[src/rtl/store_mon_pkg.sv]
// rtl/store_mon_pkg.sv - shared types and defaults for the store monitor
// Optional macro STORE_MON_TIMESTAMP_EN adds a timestamp field to each entry.
package store_mon_pkg;

  typedef logic [31:0] word_t;

  localparam word_t STORE_MON_DEF_ADDR = 32'h0000_0064;
  localparam word_t STORE_MON_DEF_MASK = 32'hFFFF_FFFC;

  typedef struct packed {
`ifdef STORE_MON_TIMESTAMP_EN
    word_t ts;
`endif
    word_t data;
  } entry_t;

endpackage

[src/rtl/store_monitor_sync_fifo.sv]
// rtl/store_monitor_sync_fifo.sv - synchronous FIFO with fall-through head and occupancy count
// Head reads as zero when empty so nothing stale is ever presented.
module sync_fifo #(
  parameter int WIDTH = 32,
  parameter int DEPTH = 8
) (
  input  logic                     clk,
  input  logic                     reset,
  input  logic                     push,
  input  logic [WIDTH-1:0]         push_data,
  input  logic                     pop,
  output logic [WIDTH-1:0]         head,
  output logic                     head_valid,
  output logic [$clog2(DEPTH):0]   count
);

  localparam int AW = $clog2(DEPTH);
  localparam int CW = AW + 1;

  logic [WIDTH-1:0] mem [DEPTH];
  logic [AW-1:0]    rd_ptr;
  logic [AW-1:0]    wr_ptr;
  logic             empty;
  logic             full;
  logic             do_pop;
  logic             do_push;

  assign empty   = (count == '0);
  assign full    = (count == CW'(DEPTH));
  assign do_pop  = pop & ~empty;
  // a pop frees the slot the push needs, so full-with-pop still accepts
  assign do_push = push & (~full | do_pop);

  assign head_valid = ~empty;
  assign head       = empty ? '0 : mem[rd_ptr];

  always_ff @(posedge clk) begin
    if (do_push) begin
      mem[wr_ptr] <= push_data;
    end
  end

  always_ff @(posedge clk) begin
    if (reset) begin
      rd_ptr <= '0;
      wr_ptr <= '0;
      count  <= '0;
    end else begin
      if (do_push) wr_ptr <= wr_ptr + 1'b1;
      if (do_pop)  rd_ptr <= rd_ptr + 1'b1;
      case ({do_push, do_pop})
        2'b10:   count <= count + 1'b1;
        2'b01:   count <= count - 1'b1;
        default: count <= count;
      endcase
    end
  end

endmodule

[src/rtl/store_monitor.sv]
// rtl/store_monitor.sv - passive capture of stores to one memory-mapped word into a stream FIFO
// Optional macro STORE_MON_TIMESTAMP_EN adds a cycle counter and the out_ts port.
module store_monitor
  import store_mon_pkg::*;
#(
  parameter int    DEPTH      = 8,
  parameter word_t MATCH_ADDR = STORE_MON_DEF_ADDR,
  parameter word_t MATCH_MASK = STORE_MON_DEF_MASK
) (
  input  logic                   clk,
  input  logic                   reset,
  input  logic                   MemWrite,
  input  logic [31:0]            Adr,
  input  logic [31:0]            WriteData,
  output logic                   out_valid,
  input  logic                   out_ready,
  output logic [31:0]            out_data,
  output logic [$clog2(DEPTH):0] count,
  output logic                   overflow,
  output logic [15:0]            drop_cnt
`ifdef STORE_MON_TIMESTAMP_EN
  ,
  output logic [31:0]            out_ts
`endif
);

  localparam int CW = $clog2(DEPTH) + 1;

  logic   hit;
  logic   pop;
  logic   push;
  logic   full;
  entry_t wr_entry;
  entry_t head;

  assign hit  = MemWrite & ((Adr & MATCH_MASK) == (MATCH_ADDR & MATCH_MASK));
  assign pop  = out_valid & out_ready;
  assign full = (count == CW'(DEPTH));
  assign push = hit & (~full | pop);

`ifdef STORE_MON_TIMESTAMP_EN
  logic [31:0] ts_cnt;

  always_ff @(posedge clk) begin
    if (reset) ts_cnt <= '0;
    else       ts_cnt <= ts_cnt + 1'b1;
  end

  assign out_ts = head.ts;
`endif

  always_comb begin
    wr_entry      = '0;
    wr_entry.data = WriteData;
`ifdef STORE_MON_TIMESTAMP_EN
    wr_entry.ts   = ts_cnt;
`endif
  end

  sync_fifo #(
    .WIDTH ($bits(entry_t)),
    .DEPTH (DEPTH)
  ) u_fifo (
    .clk        (clk),
    .reset      (reset),
    .push       (push),
    .push_data  (wr_entry),
    .pop        (pop),
    .head       (head),
    .head_valid (out_valid),
    .count      (count)
  );

  assign out_data = head.data;

  // the processor is never stalled, so a hit that finds no room is only counted
  always_ff @(posedge clk) begin
    if (reset) begin
      overflow <= 1'b0;
      drop_cnt <= '0;
    end else if (hit & ~push) begin
      overflow <= 1'b1;
      if (drop_cnt != 16'hFFFF) drop_cnt <= drop_cnt + 1'b1;
    end
  end

endmodule

[config.mk]
export PLATFORM = sky130hd
export DESIGN_NAME = store_monitor
export DESIGN_NICKNAME = d
export VERILOG_FILES = /design/src/rtl/store_mon_pkg.sv /design/src/rtl/store_monitor_sync_fifo.sv /design/src/rtl/store_monitor.sv
export SDC_FILE = /design/constraint.sdc
export NUM_CORES = 1
export LEC_CHECK = 0
export CORE_MARGIN = 4
export CORE_UTILIZATION = 45
export CTS_CLUSTER_SIZE = 25
export DETAILED_ROUTE_END_ITERATION = 8
export GPL_TIMING_DRIVEN = 0
export PLACE_DENSITY = 0.73
export RECOVER_POWER = 50
export REMOVE_ABC_BUFFERS = 1
export SYNTH_ARGS = -nofsm -noshare
export SYNTH_HDL_FRONTEND = slang
export SYNTH_HIERARCHICAL = 1
export SYNTH_SLANG_ARGS = --single-unit
[constraint.sdc]
create_clock -name clk -period 5.54 [get_ports clk]
set_clock_uncertainty 0.05 [all_clocks]
set_input_delay 1.108 -clock clk [delete_from_list [all_inputs] [get_ports clk]]
set_output_delay 1.108 -clock clk [all_outputs]
set_load 0.01 [all_outputs]
Word-level counts from Yosys, hierarchy flattened:

Memories as Yosys holds them, arrays and structs flattened. A register that Yosys moved wholly into a read port is not among the register bits.
Index checks and enable logic that the tools add are counted.

* bits in registers: 27
* memory bits (writable): 256
* input bits: 68
* output and inout bits: 54
* word-level logic and storage cells: 36
* memories kept: 1

Memories
* u_fifo.mem: words 8, width 32, rd ports 1, clocked after Yosys merged registers in 1, write ports 1, RTL line store_monitor_sync_fifo.sv:20 `logic [WIDTH-1:0] mem [DEPTH];`

* add/subtract/negate cells: 5
* equality and inequality tests: 5
* multiplexer cells: 6
* bitwise logic cells: 11
* reductions and logical operators: 3

Operator list (number)
* 32-bit 2-to-1 mux: 1
* 30-bit by 5-bit equality test with 1-bit output (second input constant): 1
* 16-bit by 1-bit adder with 16-bit output (second input constant): 1
* 16-bit != test (second input constant): 1
* 4-bit one-hot mux with 2 select lines: 1
* 3-bit by 1-bit adder with 3-bit output (second input constant): 2
* 1-bit AND: 6
* 3-bit 2-to-1 mux: 2
* 4-bit by 1-bit adder with 4-bit output (second input constant): 1
* 4-bit equality test (second input constant): 1
* 4-bit zero test: 1
* 4-bit by 1-bit subtractor with 4-bit output (second input constant): 1
* 1-bit NOT: 3
* 2-bit by 1-bit equality test with 1-bit output (second input constant): 1
* 2-bit equality test (second input constant): 1
* 1-bit 2-to-1 mux: 2
* 1-bit OR: 2
* 2-bit AND reduction: 1
* 2-bit nonzero test: 1

Longest topological paths before layout:

Gate-level depths: netlist (run 1).

* word-level depth: 8
* mapped depth: 15
* mapped depth without buffers: 13

Cells and area by module:

Netlist (run 1), hierarchy kept.

Modules (own cells, without submodules)
* sync_fifo: times used 1, cells an instance 489, area an instance 10447.5 um^2, seq. area each 7947.6 um^2
* store_monitor: times used 1, cells an instance 121, area an instance 988.4 um^2, seq. area each 340.3 um^2

Worst setup path after synthesis (run 1):

No wires, ideal clock.

* kind: input port to flip-flop
* start: input port Adr[3]
* end: memory u_fifo.mem[0][0] (enable)
* setup time: 0.501 ns
* arrival: 5.382 ns
* required time: 4.989 ns
* setup slack: -0.394 ns
* stages: 6
* path buffers: 1
* cells stage by stage: nor4b_1 > nand4_1 > nor3b_1 > clkbuf_1 > o21ai_4 > nor4_1

* word-level cells in the longest chain between the ends: 6

Ends and longest elaborated chain
* start: declaration: RTL line store_monitor.sv:13 `input logic [31:0] Adr,`
* 30-bit by 5-bit equality test with 1-bit output: RTL line store_monitor.sv:36 `assign hit = MemWrite & ((Adr & MATCH_MASK) == (MATCH_ADDR & MATCH_MASK));`
* 1-bit AND: RTL line store_monitor.sv:36
* 1-bit AND: RTL line store_monitor.sv:39 `assign push = hit & (~full | pop);`
* net push: RTL line store_monitor.sv:31 `logic push;`
* 1-bit AND: RTL line store_monitor_sync_fifo.sv:32 `assign do_push = push & (~full | do_pop);`
* 1-bit 2-to-1 mux: RTL line store_monitor_sync_fifo.sv:38 `if (do_push) begin`
* 1-bit 2-to-1 mux (not written as such): RTL line store_monitor_sync_fifo.sv:39 `mem[wr_ptr] <= push_data;`
* end: declaration: RTL line store_monitor_sync_fifo.sv:20

The timed path passes the listed nets, and every way through them passes these cells.

Worst setup path in the final report (run 1):

* start: register u_fifo.count[0]
* end: memory u_fifo.mem[5][0] (enable)

* word-level cells in the longest chain between the ends: 8
* elaborated cells on any way between the ends: 12
* classes of those cells: eq/ne (1); mux (2); bitwise (8); reduce/logical (1)

Ends and longest elaborated chain
* start: declaration: RTL line store_monitor_sync_fifo.sv:14 `output logic [$clog2(DEPTH):0] count`
* start signal: assignment: RTL line store_monitor_sync_fifo.sv:52 `2'b10: count <= count + 1'b1;`
* start signal: assignment: RTL line store_monitor_sync_fifo.sv:53 `2'b01: count <= count - 1'b1;`
* start signal: assignment: RTL line store_monitor_sync_fifo.sv:54 `default: count <= count;`
* 4-bit zero test: RTL line store_monitor_sync_fifo.sv:28 `assign empty = (count == '0);`
* 1-bit NOT: RTL line store_monitor_sync_fifo.sv:34 `assign head_valid = ~empty;`
* 1-bit AND: RTL line store_monitor.sv:37 `assign pop = out_valid & out_ready;`
* net pop: RTL line store_monitor.sv:30 `logic pop;`
* 1-bit OR: RTL line store_monitor.sv:39
* 1-bit AND: RTL line store_monitor.sv:39
* net push: RTL line store_monitor.sv:31
* 1-bit AND: RTL line store_monitor_sync_fifo.sv:32
* 1-bit 2-to-1 mux: RTL line store_monitor_sync_fifo.sv:38
* 1-bit 2-to-1 mux (not written as such): RTL line store_monitor_sync_fifo.sv:39

The timed path passes the listed nets, and every way through them passes these cells.

==> metrics, run 1 <==
outcome complete, no violations; via count normalized by instance count ~5.6; max-capacitance violation count 0; count of final setup violators 0; Worst slew margin 3.48%; Period minus WS final roughly 4.7 ns; Buf+Inv Stages, Crit Path 2; Async S/R FF share, synth 0%; final hold violations 0; initial antenna violation count 2; effective utilization at floorplan a little under half; via count 6176; cell family contributing the most delay on the critical path simple AND/OR/NAND/NOR gates; number of buffers added by the clock tree synthesis step 28; total iterations of the first detailed-routing run 5; TritonCTS clock tree done; max-slew violations 0; Die W about 170 um; netlist area before placement 11400 um^2; Placer Congestion 0.805; PortBufs ~120; crit path capture type flip-flop; Period Utilization, post-route a little over four fifths; power density of the placed cells 291 nW/um^2; Hold Buf Count CTS 0; remaining design rule violation count 0; Core Region around 25000 um^2; count of nets left with antenna violations after detail routing 0; most common flop cell mapped by yosys sky130_fd_sc_hd__edfxtp_1; Ports about 120; VDD IR-drop max roughly 0.21 mV; clock root cell sky130_fd_sc_hd__clkbuf_16; library cell with the largest summed area after synthesis sky130_fd_sc_hd__edfxtp_1; HPWL after detailed placement 15300 um; static leakage ~4.4 nW; DIE AREA between 20000 and 30000 um^2; synthesized area per cell roughly 19 um^2; H-Tree Level Count 1; Detailed Route Iter0 Violations 522; proportion of synthesized chip area in sequential cells roughly 72%; summed negative setup slack over all endpoints 0 ns; highest cell delay on the worst timing path around 1.3 ns; global route overflow 0; Post-Syn Instances between 600 and 700; Finished Cell Area between 10000 and 15000 um^2; global-route wire length before repair around 37000 um; standard-cell row count 58; unrepaired setup endpoints after global routing false; startpoint types flip-flop; Diodes inserted 0; sink count of the clock tree ~290; via count of the first global-routing pass between 6000 and 7000; placed cell area 13300 um^2; post-CTS clock slew at the launch and capture registers of the worst setup and hold paths ~0.06 ns; count of synthesis-stage warnings from yosys 6; CP Class reg2reg; final net count between 800 and 900; die span in y 167 um; Synth Register Bits roughly 290; top achievable clock speed 213 MHz; commonest non-fill, non-tap cells in the layout sky130_fd_sc_hd__edfxtp_1 (256), sky130_fd_sc_hd__clkdlybuf4s50_1 (66), sky130_fd_sc_hd__mux4_2 (64); total global routing track utilization around 17%; Post-Route WL ~24000 um; maximum buffer depth of the clock tree 3; count of buffers added by post-CTS timing repair for setup 0; share of cells above drive strength 1 between 10% and 20%; utilization after layout a little under three fifths; dominant cells by area after synthesis sky130_fd_sc_hd__edfxtp_1 (67%), sky130_fd_sc_hd__mux4_2 (13%), sky130_fd_sc_hd__dfxtp_1 (5.3%), sky130_fd_sc_hd__mux2i_1 (3.0%), sky130_fd_sc_hd__nor2_1 (1.7%); Resize count post-CTS 0; distinct cell type count of the synthesized netlist 57; number of synthesized flops with an enable pin 256; post-detailed-route wirelength per cell 21.5 um; Min-Delay Path Class reg2reg; Critical Path Slowest Stage Cell sky130_fd_sc_hd__nor3_1; maximum fanout along the worst path 33; clock network latency to the later pin of the worst-skew pair between 0.5 and 0.6 ns; Worst Max-Slew Pin Slew roughly 1.4 ns; share of Yosys cell area claimed by the top area cell type between 60% and 70%; layout overhead on the synthesized area 23.2%; most common cell after layout, fill and taps aside sky130_fd_sc_hd__edfxtp_1; list of cells traversed by the critical path or3_1 > nor2_4 > inv_1 > and2_4 > or4_1 > nor3b_2 > o21ai_0 > nor3_1 > buf_6; maximum number of pins on one net before global-route repair 65; Pwr Total approximately 4.1 mW; CP arrival approximately 4.9 ns; required time at the worst-slack endpoint between 5 and 6 ns
-- cell families (layout without fill, tap and decap cells) --
logic type      count (synthesis)  in the layout  synth area share [%]
flops                         286            286                  72.5
fa+ha+maj                       6              6                 0.722
simple gates                  131            131                  6.24
xor+xnor                        7              7                 0.602
compound gates                 38             38                  2.36
buf+inv                        41            202                  1.73
mux                           101            101                  15.9
-- through the flow --
stage | hold WS (ns) | worst slack (ns) | std cells
floorplan | 0.397 | -0.728 | 578
global placement | 0.386 | -4.98 | 1027
detailed placement | 0.393 | -0.0285 | 1054
CTS | 0.407 | 0.578 | 1101
global route | 0.453 | 0.482 | 1101
finish | 0.401 | 0.845 | 1101
-- layer usage --
| layer | vias to the layer above | GRT usage, % | routed length [um] |
|---|---|---|---|
| met4 | 4 | 2.82 | 317 |
| met3 | 28 | 3.35 | 1340 |
| met5 | - | 0 | 27 |
| met1 | 3193 | 22.4 | 9670 |
| met2 | 198 | 29.2 | 12300 |
| li1 | 2753 | - | - |
-- registers in the layout, summed over array words and instances, names as in the netlist, named ones only --
signal,count
u_fifo/rd_ptr,3
drop_cnt,16
overflow,1
u_fifo/mem,256
u_fifo/count,4
u_fifo/wr_ptr,3
-- worst reg2reg max path, stage by stage (launching register included) --
cell                      delay, ns
sky130_fd_sc_hd__dfxtp_1       0.51
sky130_fd_sc_hd__or3_1         0.27
sky130_fd_sc_hd__nor2_4        0.21
sky130_fd_sc_hd__inv_1         0.24
sky130_fd_sc_hd__and2_4        0.24
sky130_fd_sc_hd__or4_1         0.14
sky130_fd_sc_hd__nor3b_2       0.60
sky130_fd_sc_hd__o21ai_0       0.58
sky130_fd_sc_hd__nor3_1        1.28
sky130_fd_sc_hd__buf_6         0.30
-- where the power goes --
group / total [mW] / internal [mW] / leakage, nW / switching (mW)
sequential: 2.34 / 2.34 / 2.54 / 0.0000000000727
clock: 1.69 / 0.950 / 0.398 / 0.735
combinational: 0.0672 / 0.0373 / 1.42 / 0.0299
-- cell type report --
type                       count  area, um^2
fill                        1945       11000
sequential                   286        8300
multi-input combinational    283        2970
timing repair buffer         146        1550
clock buffer                  37         754
tap                          330         413
clock inverter                10        66.3
inverter                       9        33.8
-- synth_stat cells (3+ instances only) --
library cell,count
sky130_fd_sc_hd__edfxtp_1,256
sky130_fd_sc_hd__mux4_2,64
sky130_fd_sc_hd__nor2_1,51
sky130_fd_sc_hd__mux2i_1,34
sky130_fd_sc_hd__dfxtp_1,30
sky130_fd_sc_hd__a21oi_1,15
sky130_fd_sc_hd__nand3_1,11
sky130_fd_sc_hd__clkbuf_1,10
sky130_fd_sc_hd__buf_1,9
sky130_fd_sc_hd__nor4_1,9
sky130_fd_sc_hd__o31ai_1,8
sky130_fd_sc_hd__or4_1,8
sky130_fd_sc_hd__inv_1,7
sky130_fd_sc_hd__nand2_1,7
sky130_fd_sc_hd__buf_4,6
sky130_fd_sc_hd__nand2b_1,6
sky130_fd_sc_hd__nor3_1,6
sky130_fd_sc_hd__ha_1,5
sky130_fd_sc_hd__nand4_1,5
sky130_fd_sc_hd__o21ai_0,5
sky130_fd_sc_hd__buf_2,4
sky130_fd_sc_hd__and2_1,3
sky130_fd_sc_hd__xnor2_1,3
sky130_fd_sc_hd__xor2_1,3
-- path summary, 6_finish.rpt --
kind | from | endpoint | slack, ns | cells past startpoint
worst min register to register | overflow$_SDFFE_PP0P_ | overflow$_SDFFE_PP0P_ | 0.40 | 2
worst min-delay path | overflow$_SDFFE_PP0P_ | overflow$_SDFFE_PP0P_ | 0.40 | 2
worst max register to register | u_fifo/count[0]$_SDFFE_PP0P_ | u_fifo/mem[5][0]$_DFFE_PP_ | 0.85 | 9
worst max-delay path | u_fifo/count[0]$_SDFFE_PP0P_ | u_fifo/mem[5][0]$_DFFE_PP_ | 0.85 | 9
(Power assumes the default switching activity.)
==> run 2: changes to the inputs <==
- clock period: 5.54 -> 4.3 ns (I/O delays scaled with it)
==> metrics, run 2 (synthesized netlist as in run 1, its figures left out) <==
outcome complete, no violations; share of cells above drive strength 1 18.9%; via count of the first global-routing pass roughly 6600; commonest non-fill, non-tap cells in the layout sky130_fd_sc_hd__edfxtp_1 (256), sky130_fd_sc_hd__clkdlybuf4s50_1 (64), sky130_fd_sc_hd__mux4_2 (64); total iterations of the first detailed-routing run 6; remaining design rule violation count 0; die span in y around 170 um; DIE AREA 28000 um^2; list of cells traversed by the critical path or3_4 > nor2_4 > inv_2 > and2_4 > or4_1 > nor3b_2 > o211ai_1 > nor3_2 > buf_6 > buf_6 > buf_6; startpoint types flip-flop; cell family contributing the most delay on the critical path simple AND/OR/NAND/NOR gates; max-capacitance violation count 0; effective utilization at floorplan 45.5%; maximum number of pins on one net before global-route repair 65; VDD IR-drop max 0.274 mV; Core Region approximately 25000 um^2; standard-cell row count 58; Finished Cell Area approximately 14000 um^2; crit path capture type flip-flop; Buf+Inv Stages, Crit Path 4; number of flip-flops under the largest register name around 260; most common cell after layout, fill and taps aside sky130_fd_sc_hd__edfxtp_1; relative contribution of the clock network to total power between 40% and 50%; post-detailed-route wirelength per cell 21.9 um; total global routing track utilization between 10% and 20%; Period Utilization, post-route 95.3%; count of nets left with antenna violations after detail routing 0; highest cell delay on the worst timing path 0.71 ns; maximum fanout along the worst path 11; number of buffers added by the clock tree synthesis step 28; PortBufs between 100 and 150; maximum buffer depth of the clock tree 3; Post-Route WL 24100 um; Die W 167 um; unrepaired setup endpoints after global routing false; Internal Dissipation ~4.3 mW; share of total power in sequential cells 57.2%; Switching Share 18.7%; max-slew violations 0; Worst Max-Slew Pin Slew about 1.2 ns; power spent charging and discharging nets just under 1 mW; static leakage ~4.4 nW; layout overhead on the synthesized area 23.3%; H-Tree Level Count 1; initial antenna violation count 3; clock network latency to the later pin of the worst-skew pair 0.52 ns; power density of the placed cells between 300 and 400 nW/um^2; Detailed Route Iter0 Violations approximately 580; Critical Path Slowest Stage Cell sky130_fd_sc_hd__nor3b_2; placed cell area approximately 13000 um^2; required time at the worst-slack endpoint about 4.5 ns; Period minus WS final around 4 ns; final net count just over 800; post-CTS clock slew at the launch and capture registers of the worst setup and hold paths ~0.06 ns; TritonCTS clock tree done; HPWL after detailed placement between 15000 and 20000 um; Ports roughly 120; Largest regs u_fifo/mem: 256 flops, drop_cnt: 16 flops, u_fifo/count: 4 flops; global route overflow 0; count of final setup violators 0; via count normalized by instance count between 5 and 6; sink count of the clock tree between 200 and 300; CP arrival about 4.3 ns; cell with the most instances on the worst path sky130_fd_sc_hd__buf_6; global-route wire length before repair between 30000 and 40000 um; CP Class reg2reg; Placer Congestion ~0.81; register name with the most flops u_fifo/mem; top achievable clock speed between 200 and 250 MHz; final hold violations 0; Hold Buf Count CTS 0; via count ~6300; Pwr Total between 5 and 6 mW; part of the power in combinational logic between 1.5 and 2%; Worst slew margin ~17%; Min-Delay Path Class reg2reg; clock root cell sky130_fd_sc_hd__clkbuf_16
## run 2: cell count changes in the layout (fill, tap and decap cells not counted), sizes merged
cell,previous run,this run
clkbuf,37,38
clkdlybuf4s50,66,64
diode,0,1
dlygate4sd3,53,55
nor2,52,53
## run 2: worst min-delay path, delay by kind of cell, from the launching register on
family / cells / cell delay, ns
AO/OA/AOI/OAI: 1 / 0.05
buffers and inverters: 1 / 0.05
flip-flops: 1 / 0.31
## run 2: area by class of cell
cell class / count / area (um^2)
multi-input cells: 284 / 2980
flip-flops and latches: 286 / 8300
repair buffers: 147 / 1550
fillers: 1949 / 11000
well taps: 330 / 413
diodes: 1 / 2.50
clock inverters: 10 / 66.3
inverters: 9 / 33.8
clock buffers: 37 / 754
## run 2: worst paths after layout
kind              slack, ns                          from                          to  cells past startpoint
setup / recovery       0.20  u_fifo/count[1]$_SDFFE_PP0P_  u_fifo/mem[2][8]$_DFFE_PP_                     11
hold / removal         0.40         overflow$_SDFFE_PP0P_       overflow$_SDFFE_PP0P_                      2
setup reg to reg       0.20  u_fifo/count[1]$_SDFFE_PP0P_  u_fifo/mem[2][8]$_DFFE_PP_                     11
hold reg to reg        0.40         overflow$_SDFFE_PP0P_       overflow$_SDFFE_PP0P_                      2
## run 2: power groups by stage
stage | sequential [mW] | clock, mW | combinational (mW)
after floorplan | 3.08 | 0 | 0.00269
after global placement | 3.08 | 0 | 0.0860
after detailed placement | 3.08 | 0 | 0.0931
after CTS | 3.02 | 2.24 | 0.0934
after global routing | 3.02 | 2.36 | 0.0952
final | 3.02 | 2.17 | 0.0863
## run 2: what timing repair did
| item | in CTS | in global routing |
|---|---|---|
| gates resized for setup | 1 | 0 |
| endpoints found under the setup margin | 196 | 0 |
| buffers inserted | 1 | 0 |
## run 2: metal layers
layer / up-vias / share of wire, % / global-route usage, %
met5: - / 0.11 / 0
met4: 4 / 1.5 / 3.46
met3: 32 / 5.4 / 3.42
met2: 184 / 52 / 29.4
met1: 3265 / 41 / 23.0
li1: 2765 / - / -
## run 2: metrics by stage
step	hold slack [ns]	cells	setup TNS [ns]	utilization (%)	worst slack [ns]
global route	0.453	1104	0	56.2	0.0374
floorplan	0.397	578	-185.59	-	-1.72
CTS	0.407	1103	0	56.3	0.221
global placement	0.386	1027	-1022.06	51.3	-5.97
detailed placement	0.393	1054	-148.29	52.9	-1.02
finish	0.400	1104	0	56.2	0.204
